==> src/rtl/time_cmd_scheduler_if.sv <==
// UART receive byte stream into the command scheduler (valid/ready handshake).
interface time_cmd_scheduler_if;
   logic [7:0] rx_data;
   logic       rx_valid;
   logic       rx_ready;

   modport master (output rx_data, output rx_valid, input rx_ready);
   modport slave  (input rx_data, input rx_valid, output rx_ready);
endinterface

==> src/rtl/time_cmd_scheduler.sv <==
// Command scheduler: decodes UART command bytes into a 4-entry FIFO, arbitrates them
// against button events and issues one mode-gated control pulse per issue slot.
module time_cmd_scheduler #(
   parameter int unsigned GAP_CYCLES = 4
) (
   input  logic                clk,
   input  logic                rst,
   time_cmd_scheduler_if.slave rx,
   input  logic                btn_L,
   input  logic                btn_R,
   input  logic                btn_U,
   input  logic                btn_D,
   input  logic [1:0]          mode,
   output logic                o_runstop,
   output logic                o_clear,
   output logic                o_secup,
   output logic                o_minup,
   output logic                o_hourup,
   output logic                o_digit_mode,
   output logic                o_watch_mode,
   output logic                o_cmd_err
);

   localparam int unsigned DEPTH = 4;
   localparam int unsigned PW    = 2;
   localparam int unsigned CW    = 3;
   localparam int unsigned GW    = (GAP_CYCLES > 1) ? $clog2(GAP_CYCLES) : 1;
   localparam int unsigned NP    = 5;
   localparam int unsigned P_RUN  = 0;
   localparam int unsigned P_CLR  = 1;
   localparam int unsigned P_SEC  = 2;
   localparam int unsigned P_MIN  = 3;
   localparam int unsigned P_HOUR = 4;

   typedef enum logic [2:0] {
      CMD_RUN, CMD_CLR, CMD_SEC, CMD_MIN, CMD_HOUR, CMD_DIG, CMD_WAT, CMD_REL
   } cmd_e;
   typedef enum logic [1:0] {ST_IDLE, ST_ISSUE, ST_GAP} state_e;
   typedef enum logic [1:0] {OVR_NONE, OVR_DIG, OVR_WAT, OVR_REL} ovr_op_e;

   state_e          state_q, state_d;
   logic [GW-1:0]   gap_q, gap_d;
   logic [3:0]      pend_q, pend_d;
   cmd_e            mem_q [DEPTH];
   cmd_e            mem_d [DEPTH];
   logic [PW-1:0]   wr_q, wr_d, rd_q, rd_d;
   logic [CW-1:0]   cnt_q, cnt_d;
   logic [NP-1:0]   pulse_q, pulse_d;
   logic            err_q, err_d;
   ovr_op_e         ovr_op_q, ovr_op_d;
   logic [1:0]      ovr_en_q, ovr_en_d;
   logic [1:0]      ovr_val_q, ovr_val_d;
   logic [1:0]      mode_prev_q, mode_prev_d;

   logic [7:0]      rx_up;
   logic            rx_known;
   cmd_e            rx_cmd;
   logic            fifo_full;
   logic            push, pop;
   logic            can_sel;
   logic [1:0]      mode_edge, ovr_act, eff;
   logic            wm;
   logic [3:0]      pend_clr;
   cmd_e            head;

   // Case-insensitive decode of the incoming command byte
   always_comb begin
      rx_up    = rx.rx_data & 8'hDF;
      rx_known = 1'b1;
      rx_cmd   = CMD_RUN;
      case (rx_up)
         8'h52:   rx_cmd = CMD_RUN;
         8'h43:   rx_cmd = CMD_CLR;
         8'h53:   rx_cmd = CMD_SEC;
         8'h4D:   rx_cmd = CMD_MIN;
         8'h48:   rx_cmd = CMD_HOUR;
         8'h44:   rx_cmd = CMD_DIG;
         8'h57:   rx_cmd = CMD_WAT;
         8'h58:   rx_cmd = CMD_REL;
         default: rx_known = 1'b0;
      endcase
   end

   assign fifo_full   = (cnt_q == CW'(DEPTH));
   assign rx.rx_ready = ~fifo_full;
   assign push        = rx.rx_valid & ~fifo_full & rx_known;
   assign head        = mem_q[rd_q];

   // A switch edge masks the override in the same cycle it clears it
   always_comb begin
      mode_edge    = mode ^ mode_prev_q;
      ovr_act      = ovr_en_q & ~mode_edge;
      eff          = (ovr_act & ovr_val_q) | (~ovr_act & mode);
      wm           = eff[1];
      o_digit_mode = eff[0];
      o_watch_mode = eff[1];
   end

   always_comb begin
      state_d     = state_q;
      gap_d       = gap_q;
      pulse_d     = '0;
      err_d       = rx.rx_valid & ~fifo_full & ~rx_known;
      ovr_op_d    = OVR_NONE;
      ovr_en_d    = ovr_en_q;
      ovr_val_d   = ovr_val_q;
      mode_prev_d = mode;
      pend_clr    = '0;
      pop         = 1'b0;
      mem_d       = mem_q;
      wr_d        = wr_q;
      rd_d        = rd_q;
      cnt_d       = cnt_q;

      case (state_q)
         ST_ISSUE: begin
            state_d = ST_GAP;
            gap_d   = GW'(GAP_CYCLES - 1);
            case (ovr_op_q)
               OVR_DIG: begin ovr_en_d[0] = 1'b1; ovr_val_d[0] = ~eff[0]; end
               OVR_WAT: begin ovr_en_d[1] = 1'b1; ovr_val_d[1] = ~eff[1]; end
               OVR_REL: ovr_en_d = '0;
               default: ;
            endcase
         end
         ST_GAP: begin
            if (gap_q != '0) gap_d = gap_q - GW'(1);
            else             state_d = ST_IDLE;
         end
         default: ;
      endcase

      // Selection runs in IDLE and in the final GAP cycle so slots are GAP_CYCLES+1 apart
      can_sel = (state_q == ST_IDLE) || ((state_q == ST_GAP) && (gap_q == '0));
      if (can_sel && (pend_q != '0)) begin
         state_d = ST_ISSUE;
         if (pend_q[0]) begin
            pend_clr[0] = 1'b1;
            pulse_d[P_RUN] = ~wm;
         end else if (pend_q[1]) begin
            pend_clr[1] = 1'b1;
            if (wm) pulse_d[P_MIN] = 1'b1;
            else    pulse_d[P_CLR] = 1'b1;
         end else if (pend_q[2]) begin
            pend_clr[2] = 1'b1;
            pulse_d[P_SEC] = wm;
         end else begin
            pend_clr[3] = 1'b1;
            pulse_d[P_HOUR] = wm;
         end
      end else if (can_sel && (cnt_q != '0)) begin
         state_d = ST_ISSUE;
         pop     = 1'b1;
         case (head)
            CMD_RUN:  if (!wm) pulse_d[P_RUN]  = 1'b1; else err_d = 1'b1;
            CMD_CLR:  if (!wm) pulse_d[P_CLR]  = 1'b1; else err_d = 1'b1;
            CMD_SEC:  if (wm)  pulse_d[P_SEC]  = 1'b1; else err_d = 1'b1;
            CMD_MIN:  if (wm)  pulse_d[P_MIN]  = 1'b1; else err_d = 1'b1;
            CMD_HOUR: if (wm)  pulse_d[P_HOUR] = 1'b1; else err_d = 1'b1;
            CMD_DIG:  ovr_op_d = OVR_DIG;
            CMD_WAT:  ovr_op_d = OVR_WAT;
            default:  ovr_op_d = OVR_REL;
         endcase
      end

      ovr_en_d = ovr_en_d & ~mode_edge;
      pend_d   = (pend_q & ~pend_clr) | {btn_D, btn_U, btn_L, btn_R};

      if (push) begin
         mem_d[wr_q] = rx_cmd;
         wr_d        = wr_q + PW'(1);
      end
      if (pop) rd_d = rd_q + PW'(1);
      case ({push, pop})
         2'b10:   cnt_d = cnt_q + CW'(1);
         2'b01:   cnt_d = cnt_q - CW'(1);
         default: cnt_d = cnt_q;
      endcase
   end

   always_ff @(posedge clk or negedge rst) begin
      if (!rst) begin
         state_q     <= ST_IDLE;
         gap_q       <= '0;
         pend_q      <= '0;
         mem_q       <= '{default: CMD_RUN};
         wr_q        <= '0;
         rd_q        <= '0;
         cnt_q       <= '0;
         pulse_q     <= '0;
         err_q       <= 1'b0;
         ovr_op_q    <= OVR_NONE;
         ovr_en_q    <= '0;
         ovr_val_q   <= '0;
         mode_prev_q <= '0;
      end else begin
         state_q     <= state_d;
         gap_q       <= gap_d;
         pend_q      <= pend_d;
         mem_q       <= mem_d;
         wr_q        <= wr_d;
         rd_q        <= rd_d;
         cnt_q       <= cnt_d;
         pulse_q     <= pulse_d;
         err_q       <= err_d;
         ovr_op_q    <= ovr_op_d;
         ovr_en_q    <= ovr_en_d;
         ovr_val_q   <= ovr_val_d;
         mode_prev_q <= mode_prev_d;
      end
   end

   assign o_runstop = pulse_q[P_RUN];
   assign o_clear   = pulse_q[P_CLR];
   assign o_secup   = pulse_q[P_SEC];
   assign o_minup   = pulse_q[P_MIN];
   assign o_hourup  = pulse_q[P_HOUR];
   assign o_cmd_err = err_q;

endmodule
==> src/flat_wrapper.sv <==
// flat-port wrapper written by rule: the top's interface ports become plain ports
module time_cmd_scheduler_flat 
#(
   parameter int unsigned GAP_CYCLES = 4
)
  (clk, rst, btn_L, btn_R, btn_U, btn_D, mode, o_runstop, o_clear, o_secup, o_minup, o_hourup, o_digit_mode, o_watch_mode, o_cmd_err, rx_rx_data, rx_rx_valid, rx_rx_ready);
  time_cmd_scheduler_if rx_i ();
  input  logic clk;
  input  logic rst;
  input  logic btn_L;
  input  logic btn_R;
  input  logic btn_U;
  input  logic btn_D;
  input  logic [1:0] mode;
  output logic o_runstop;
  output logic o_clear;
  output logic o_secup;
  output logic o_minup;
  output logic o_hourup;
  output logic o_digit_mode;
  output logic o_watch_mode;
  output logic o_cmd_err;
  input wire logic [$bits(rx_i.rx_data)-1:0] rx_rx_data;
  input wire logic [$bits(rx_i.rx_valid)-1:0] rx_rx_valid;
  output wire logic [$bits(rx_i.rx_ready)-1:0] rx_rx_ready;
  assign rx_i.rx_data = rx_rx_data;
  assign rx_i.rx_valid = rx_rx_valid;
  assign rx_rx_ready = rx_i.rx_ready;
  time_cmd_scheduler #(.GAP_CYCLES(GAP_CYCLES)) u_core (.clk(clk), .rst(rst), .rx(rx_i), .btn_L(btn_L), .btn_R(btn_R), .btn_U(btn_U), .btn_D(btn_D), .mode(mode), .o_runstop(o_runstop), .o_clear(o_clear), .o_secup(o_secup), .o_minup(o_minup), .o_hourup(o_hourup), .o_digit_mode(o_digit_mode), .o_watch_mode(o_watch_mode), .o_cmd_err(o_cmd_err));
endmodule
==> config.mk <==
export PLATFORM = sky130hd
export DESIGN_NAME = time_cmd_scheduler_flat
export DESIGN_NICKNAME = d
export VERILOG_FILES = /design/src/rtl/time_cmd_scheduler_if.sv /design/src/rtl/time_cmd_scheduler.sv /design/src/flat_wrapper.sv
export SDC_FILE = /design/constraint.sdc
export NUM_CORES = 1
export LEC_CHECK = 0
export ABC_AREA = 1
export CAP_MARGIN = 20
export CORE_MARGIN = 1.5
export CORE_UTILIZATION = 50
export DETAILED_ROUTE_END_ITERATION = 12
export PLACE_DENSITY = 0.73
export SETUP_SLACK_MARGIN = 0.3
export SYNTH_ARGS = -nofsm -noshare
export SYNTH_HDL_FRONTEND = slang
export SYNTH_SLANG_ARGS = --single-unit
==> constraint.sdc <==
create_clock -name clk -period 5.8 [get_ports clk]
set_input_delay 1.16 -clock clk [delete_from_list [all_inputs] [get_ports clk]]
set_output_delay 1.16 -clock clk [all_outputs]
set_load 0.01 [all_outputs]
==> impl_metrics.env, run 1 <==
export IMPL_run_status="complete, no violations"
export IMPL_syn2layout_area_growth_pct=17.9
export IMPL_post_synth_top_area_cell="dfrtp_1"
export IMPL_clk_pin_slew_ns=0.07
export IMPL_synth_ff_latch_count=41
export IMPL_clock_fmax_mhz=252
export IMPL_pin_count_of_the_biggest_net_entering_global_routing=42
export IMPL_yosys_warnings=0
export IMPL_antennaDiodeCount=0
export IMPL_crit_type="primary input to output port"
export IMPL_slew_violations=0
export IMPL_via_count=1746
export IMPL_yosys_cell_types_count=29
export IMPL_fillerInstances=354
export IMPL_fin_crit_sh_pct=68.3
export IMPL_grt_remaining_overflow=0
export IMPL_number_of_cells_on_the_worst_hold_path=1
export IMPL_synth_area_leaders="dfrtp_1 (47%), nand2_1 (15%), nand3_1 (6.2%)"
export IMPL_most_common_flop_cell_mapped_by_yosys="dfrtp_1"
export IMPL_initial_utilization_pct=52.9
export IMPL_total_leakage_power_uw=0.00125
export IMPL_endpoint_arrival_time_on_the_critical_path_ns=2.80
export IMPL_syn_num_nets=294
export IMPL_number_of_global_route_vias_before_repair=1611
export IMPL_crit_path_max_incr_delay_ns=0.58
export IMPL_post_route_min_period_ns=3.96
export IMPL_dr_pass1_iterations=4
export IMPL_synthDominantCellAreaShare_pct=47.4
export IMPL_crit_family="buffers and inverters"
export IMPL_die_span_y_microns=68.8
export IMPL_timing_slew_headroom_pct=40.4
export IMPL_port_buffers=24
export IMPL_postCtsSetupRepairBufs=0
export IMPL_postRouteWirelength_microns=3890
export IMPL_worst_skew_pair_late_latency_ns=0.29
export IMPL_cts_num_sinks=41
export IMPL_postLayoutCoreUtil_pct=62.4
export IMPL_crit_path_frequent_cell="clkdlybuf4s50_1"
export IMPL_max_cap_violations=0
export IMPL_synth_async_sr_flop_share_pct=100
export IMPL_synthMostInstantiatedCell="nand2_1"
export IMPL_cts_resized_gates=0
export IMPL_post_synth_most_frequent_cells="nand2_1 (88), dfrtp_1 (41), inv_1 (28)"
export IMPL_synth_seq_area_share_pct=47.4
export IMPL_avgViaCountPerCell=5.02
export IMPL_average_cell_area_after_synthesis_sq_um=8.01
export IMPL_first_pass_grt_wire_length_microns=6860
export IMPL_count_of_boundary_i_o_pins=26
export IMPL_synth_edf_count=0
export IMPL_wl_per_cell_microns=11.2
export IMPL_sequential_cell_area_sq_mm=0.00103
export IMPL_critPathSlowestCell="clkdlybuf4s50_1"
export IMPL_finalSetupTns_ns=0
export IMPL_pwr_dens_mw_per_mm2=218
export IMPL_place_detailed_hpwl_microns=2970
export IMPL_cts_path_max_buffers=2
export IMPL_hold_viol_final=0
export IMPL_synth_cell_area_sq_mm=0.00216
export IMPL_area_used_by_multi_input_combinational_logic_sq_um=986
export IMPL_fp_dieW_microns=68.8
export IMPL_floorplan_core_area_sq_mm=0.00409
export IMPL_first_iter_violations=85
export IMPL_antenna_found_initial=0
export IMPL_cts_buffers=5
export IMPL_cts_htree_levels=2
export IMPL_drt_antenna_violating_nets=0
export IMPL_place_gp_congestion=0.822
export IMPL_worstRegToRegCells=12
export IMPL_grt_setup_unrepaired="no"
export IMPL_clock_skew_ns=0.00574
export IMPL_cts_tree="built"
export IMPL_worstPathRequired_ns=4.64
export IMPL_design_die_area_sq_mm=0.00473
export IMPL_critical_path_endpoint_type="output port"
export IMPL_critPathLaunchType="primary input"
export IMPL_critical_path_cell_count=5
export IMPL_post_route_cells_drive_above_1_share_pct=8.05
export IMPL_critical_path_cell_chain="clkdlybuf4s50_1 > xnor2_1 > nand3_1 > nand2_1 > clkdlybuf4s50_1"
export IMPL_number_of_nets_in_the_final_layout=321
export IMPL_synthCells=270
export IMPL_placement_rows=23
export IMPL_irDropWorstVdd_v=0.000151
export IMPL_clockRootBuffer="clkbuf_8"
export IMPL_timing_worst_slew_pin_value_ns=0.894
export IMPL_grt_usage_pct=19.5
export IMPL_drc_errors=0
export IMPL_critical_path_max_fanout=6
export IMPL_hp_class="flip-flop to flip-flop"
export IMPL_setup_viol=0
export IMPL_worst_path_buf_inv=2
export IMPL_hold_buffers=0
[final timing paths]
path / from / to / slack, ns
max: mode[1] / o_watch_mode / 1.84
min: u_core.cnt_q[0]$_DFFE_PN0P_ / u_core.cnt_q[0]$_DFFE_PN0P_ / 0.47
max reg2reg: u_core.gap_q[0]$_DFFE_PN0P_ / u_core.cnt_q[2]$_DFFE_PN0P_ / 3.40
min reg2reg: u_core.cnt_q[0]$_DFFE_PN0P_ / u_core.cnt_q[0]$_DFFE_PN0P_ / 0.47
max in group asynchronous: rst / u_core.cnt_q[1]$_DFFE_PN0P_ / 4.25
min in group asynchronous: rst / u_core.mode_prev_q[0]$_DFF_PN0_ / 0.99
[kinds of logic after synthesis]
logic type / Yosys count / share of synthesized area [%]
compound gates: 21 / 5.73
xor+xnor: 6 / 2.43
fa+ha+maj: 7 / 4.40
buf+inv: 37 / 7.00
flops: 41 / 47.4
simple gates: 158 / 33.0
[report_power, final]
| part | leakage, uW | internal [uW] | total [uW] | switching, uW |
|---|---|---|---|---|
| Sequential | 0.000522 | 286 | 287 | 0.597 |
| Combinational | 0.000672 | 14.0 | 31.7 | 17.7 |
| Clock | 0.0000585 | 140 | 237 | 96.2 |
| Total | 0.00125 | 441 | 555 | 115 |
[cells in the final DEF (no fill, tap or decap), types with 3 or more instances in the layout]
cell / n
inv_1: 28
inv_2: 5
dfrtp_1: 41
a21oi_1: 10
nor2_1: 15
nand4_1: 13
xnor2_1: 3
nor2_2: 3
xor2_1: 3
o21ai_0: 4
ha_1: 6
nor3_1: 4
clkdlybuf4s50_1: 23
nand3_1: 27
clkbuf_8: 6
nand2_1: 88
[registers in the layout, summed over array words and instances, names as in the netlist]
| register | cells |
|---|---|
| u_core.wr_q | 2 |
| u_core.state_q | 2 |
| u_core.gap_q | 2 |
| u_core.cnt_q | 3 |
| u_core.mode_prev_q | 2 |
| u_core.o_cmd_err | 1 |
| u_core.pend_q | 4 |
| u_core.pulse_q | 5 |
| u_core.ovr_val_q | 2 |
| u_core.rd_q | 2 |
| u_core.mem_q | 12 |
| u_core.ovr_op_q | 2 |
| u_core.ovr_en_q | 2 |
[routing by layer]
metal	vias to the layer above	routed length, microns	track usage (%)
met2	27	1810	32.1
met3	6	136	4.87
met1	791	1900	25.9
met4	0	47	4.41
met5	-	0	0
li1	922	-	-
[final cells by class]
type                    count  share of cell area (%)
clock inverters             1                    1.18
multi-input cells         192                    38.7
inverters                  33                    4.86
flip-flops and latches     41                    40.2
repair buffers             24                    9.22
clock buffers               7                    3.39
well taps                  50                    2.45
[per-stage QoR]
step                hold WS [ns]  power, uW  setup WS (ns)  instance area [sq um]  instances
finish                     0.473        555           1.84                   2550        348
global route               0.497        576           1.74                   2550        348
CTS                        0.478        562           1.84                   2550        348
detailed placement         0.461        325           1.85                   2430        340
global placement           0.460        324           1.90                   2430        340
floorplan                  0.442        305           2.98                   2160        270
[worst reg2reg max path, stage by stage (launching register included)]
cell	delay (ns)
dfrtp_1	0.36
inv_1	0.09
ha_1	0.16
inv_1	0.06
a21oi_2	0.22
nand2_2	0.11
nor2_4	0.23
ha_1	0.19
inv_1	0.07
fa_1	0.38
a21oi_1	0.15
o21ai_0	0.11
xor2_1	0.15
Note: power is estimated with default switching activity, not from simulation.
==> run 2, diff against run 1 <==
- PLACE_DENSITY: 0.73 -> 0.76
- clock period: 5.8 -> 3.5 ns (I/O delays scaled with it)
==> impl_metrics.env, run 2 (synthesized netlist as in run 1, its figures left out) <==
export IMPL_slew_violations=0
export IMPL_sequential_cell_area_sq_mm=0.00103
export IMPL_timing_reg2reg_setup_slack_ns=1.11
export IMPL_clk_pin_slew_ns=0.08
export IMPL_part_of_the_total_power_dissipated_in_combinational_logic_pct=5.8
export IMPL_number_of_global_route_vias_before_repair=1536
export IMPL_via_count=1736
export IMPL_place_gp_congestion=0.804
export IMPL_drc_errors=0
export IMPL_crit_type="primary input to output port"
export IMPL_placement_cell_area_sq_mm=0.00244
export IMPL_grt_setup_unrepaired="no"
export IMPL_area_used_by_multi_input_combinational_logic_sq_um=986
export IMPL_antennaDiodeCount=0
export IMPL_design_die_area_sq_mm=0.00473
export IMPL_sequentialPowerShare_pct=52.8
export IMPL_clock_power_share_pct=41.5
export IMPL_fin_area_sq_mm=0.00256
export IMPL_grt_usage_pct=18.5
export IMPL_number_of_flip_flops_in_the_largest_register=12
export IMPL_cts_tree="built"
export IMPL_switching_share_pct=21.1
export IMPL_irDropWorstVdd_v=0.000301
export IMPL_dr_pass1_iterations=4
export IMPL_postLayoutCoreUtil_pct=62.6
export IMPL_cts_resized_gates=0
export IMPL_max_cap_violations=0
export IMPL_finalSetupTns_ns=0
export IMPL_run_status="complete, no violations"
export IMPL_critical_path_endpoint_type="output port"
export IMPL_endpoint_arrival_time_on_the_critical_path_ns=2.32
export IMPL_biggestRegsByFlops="u_core.mem_q: 12 flops, u_core.pulse_q: 5 flops, u_core.pend_q: 4 flops"
export IMPL_cts_path_max_buffers=2
export IMPL_pin_count_of_the_biggest_net_entering_global_routing=42
export IMPL_hp_class="flip-flop to flip-flop"
export IMPL_first_pass_grt_wire_length_microns=6470
export IMPL_intPower_uw=711
export IMPL_postRouteWirelength_microns=3820
export IMPL_fillerInstances=359
export IMPL_cts_buffers=5
export IMPL_clockRootBuffer="clkbuf_8"
export IMPL_total_leakage_power_uw=0.00125
export IMPL_die_span_y_microns=68.8
export IMPL_first_iter_violations=61
export IMPL_pwr_dens_mw_per_mm2=353
export IMPL_port_buffers=24
export IMPL_fin_crit_sh_pct=86.2
export IMPL_cts_num_sinks=41
export IMPL_critical_path_max_fanout=6
export IMPL_clock_fmax_mhz=331
export IMPL_power_net_switching_uw=191
export IMPL_hold_buffers=0
export IMPL_initial_utilization_pct=52.9
export IMPL_worstPathRequired_ns=2.80
export IMPL_post_route_cells_drive_above_1_share_pct=8.70
export IMPL_setup_viol=0
export IMPL_grt_remaining_overflow=0
export IMPL_timing_worst_slew_pin_value_ns=0.867
export IMPL_timing_slew_headroom_pct=42.2
export IMPL_postCtsSetupRepairBufs=0
export IMPL_syn2layout_area_growth_pct=18.2
export IMPL_count_of_boundary_i_o_pins=26
export IMPL_critPathLaunchType="primary input"
export IMPL_floorplan_core_area_sq_mm=0.00409
export IMPL_drt_antenna_violating_nets=0
export IMPL_hold_viol_final=0
export IMPL_layout_cells_most_common_list="nand2_1 (88), dfrtp_1 (41), inv_1 (28), nand3_1 (27), clkdlybuf4s50_1 (23)"
export IMPL_wl_per_cell_microns=11.0
export IMPL_antenna_found_initial=0
export IMPL_place_detailed_hpwl_microns=2910
export IMPL_avgViaCountPerCell=4.97
export IMPL_mostFrequentLayoutCell="nand2_1"
export IMPL_cts_htree_levels=2
export IMPL_number_of_nets_in_the_final_layout=322
export IMPL_post_route_min_period_ns=3.02
export IMPL_worst_skew_pair_late_latency_ns=0.29
export IMPL_placement_rows=23
export IMPL_fp_dieW_microns=68.8
export IMPL_regMostFlops="u_core.mem_q"
export IMPL_clock_skew_ns=0.00540
## run 2: cell count changes in the layout (fill, tap and decap cells not counted), sizes merged
| cell | delta |
|---|---|
| clkbuf | -2 |
| buf | +1 |
| clkinv | +1 |
| clkinvlp | +1 |
## run 2: per-layer routing
layer,vias to the layer above,share of wire [%],GRT usage [%]
li1,918,-,-
met1,783,50,25.9
met2,30,45,29.0
met3,5,4.3,3.90
met4,0,1.2,5.88
met5,-,0,0
## run 2: cell type report
class	instances	area share, %
tap	50	2.45
clock buffer	5	2.69
sequential	41	40.1
clock inverter	3	1.81
multi-input combinational	192	38.6
timing repair buffer	25	9.50
inverter	33	4.85
## run 2: per-stage QoR
step | hold WS [ns] | total power (uW) | worst slack [ns] | cells
after floorplan | 0.404 | 505 | 1.16 | 270
after global placement | 0.459 | 537 | 0.437 | 341
after detailed placement | 0.459 | 538 | 0.398 | 341
after CTS | 0.478 | 914 | 0.488 | 349
after global routing | 0.500 | 940 | 0.367 | 349
final | 0.473 | 902 | 0.482 | 349
## run 2: final timing paths
| kind | startpoint | depth (start not counted) | to |
|---|---|---|---|
| setup / recovery | mode[1] | 5 | o_watch_mode |
| min in group asynchronous | rst | 1 | u_core.mode_prev_q[0]$_DFF_PN0_ |
| setup reg to reg | u_core.gap_q[0]$_DFFE_PN0P_ | 12 | u_core.cnt_q[2]$_DFFE_PN0P_ |
| hold / removal | u_core.cnt_q[0]$_DFFE_PN0P_ | 1 | u_core.cnt_q[0]$_DFFE_PN0P_ |
| hold reg to reg | u_core.cnt_q[0]$_DFFE_PN0P_ | 1 | u_core.cnt_q[0]$_DFFE_PN0P_ |
| max in group asynchronous | rst | 1 | u_core.wr_q[1]$_DFFE_PN0P_ |
## run 2: power groups by stage
stage	clock, uW	combinational (uW)	sequential (uW)
floorplan	0	20.3	485
global placement	0	52.3	485
detailed placement	0	53.0	485
CTS	385	53.1	476
global route	405	59.1	476
finish	374	51.9	476
## run 2: worst max-delay path, stage by stage
cell and delay (ns):
clkdlybuf4s50_1 0.45, xnor2_1 0.25, nand3_1 0.14, nand2_1 0.21, clkdlybuf4s50_1 0.57
==> run 3, diff against run 2 <==
- CTS_BUF_LIST: unset -> sky130_fd_sc_hd__clkbuf_8
- HOLD_SLACK_MARGIN: unset -> 0.05
- TNS_END_PERCENT: unset -> 5
==> results of run 3 <==
No change in the layout: final DEF, timing and power equal those of run 2.
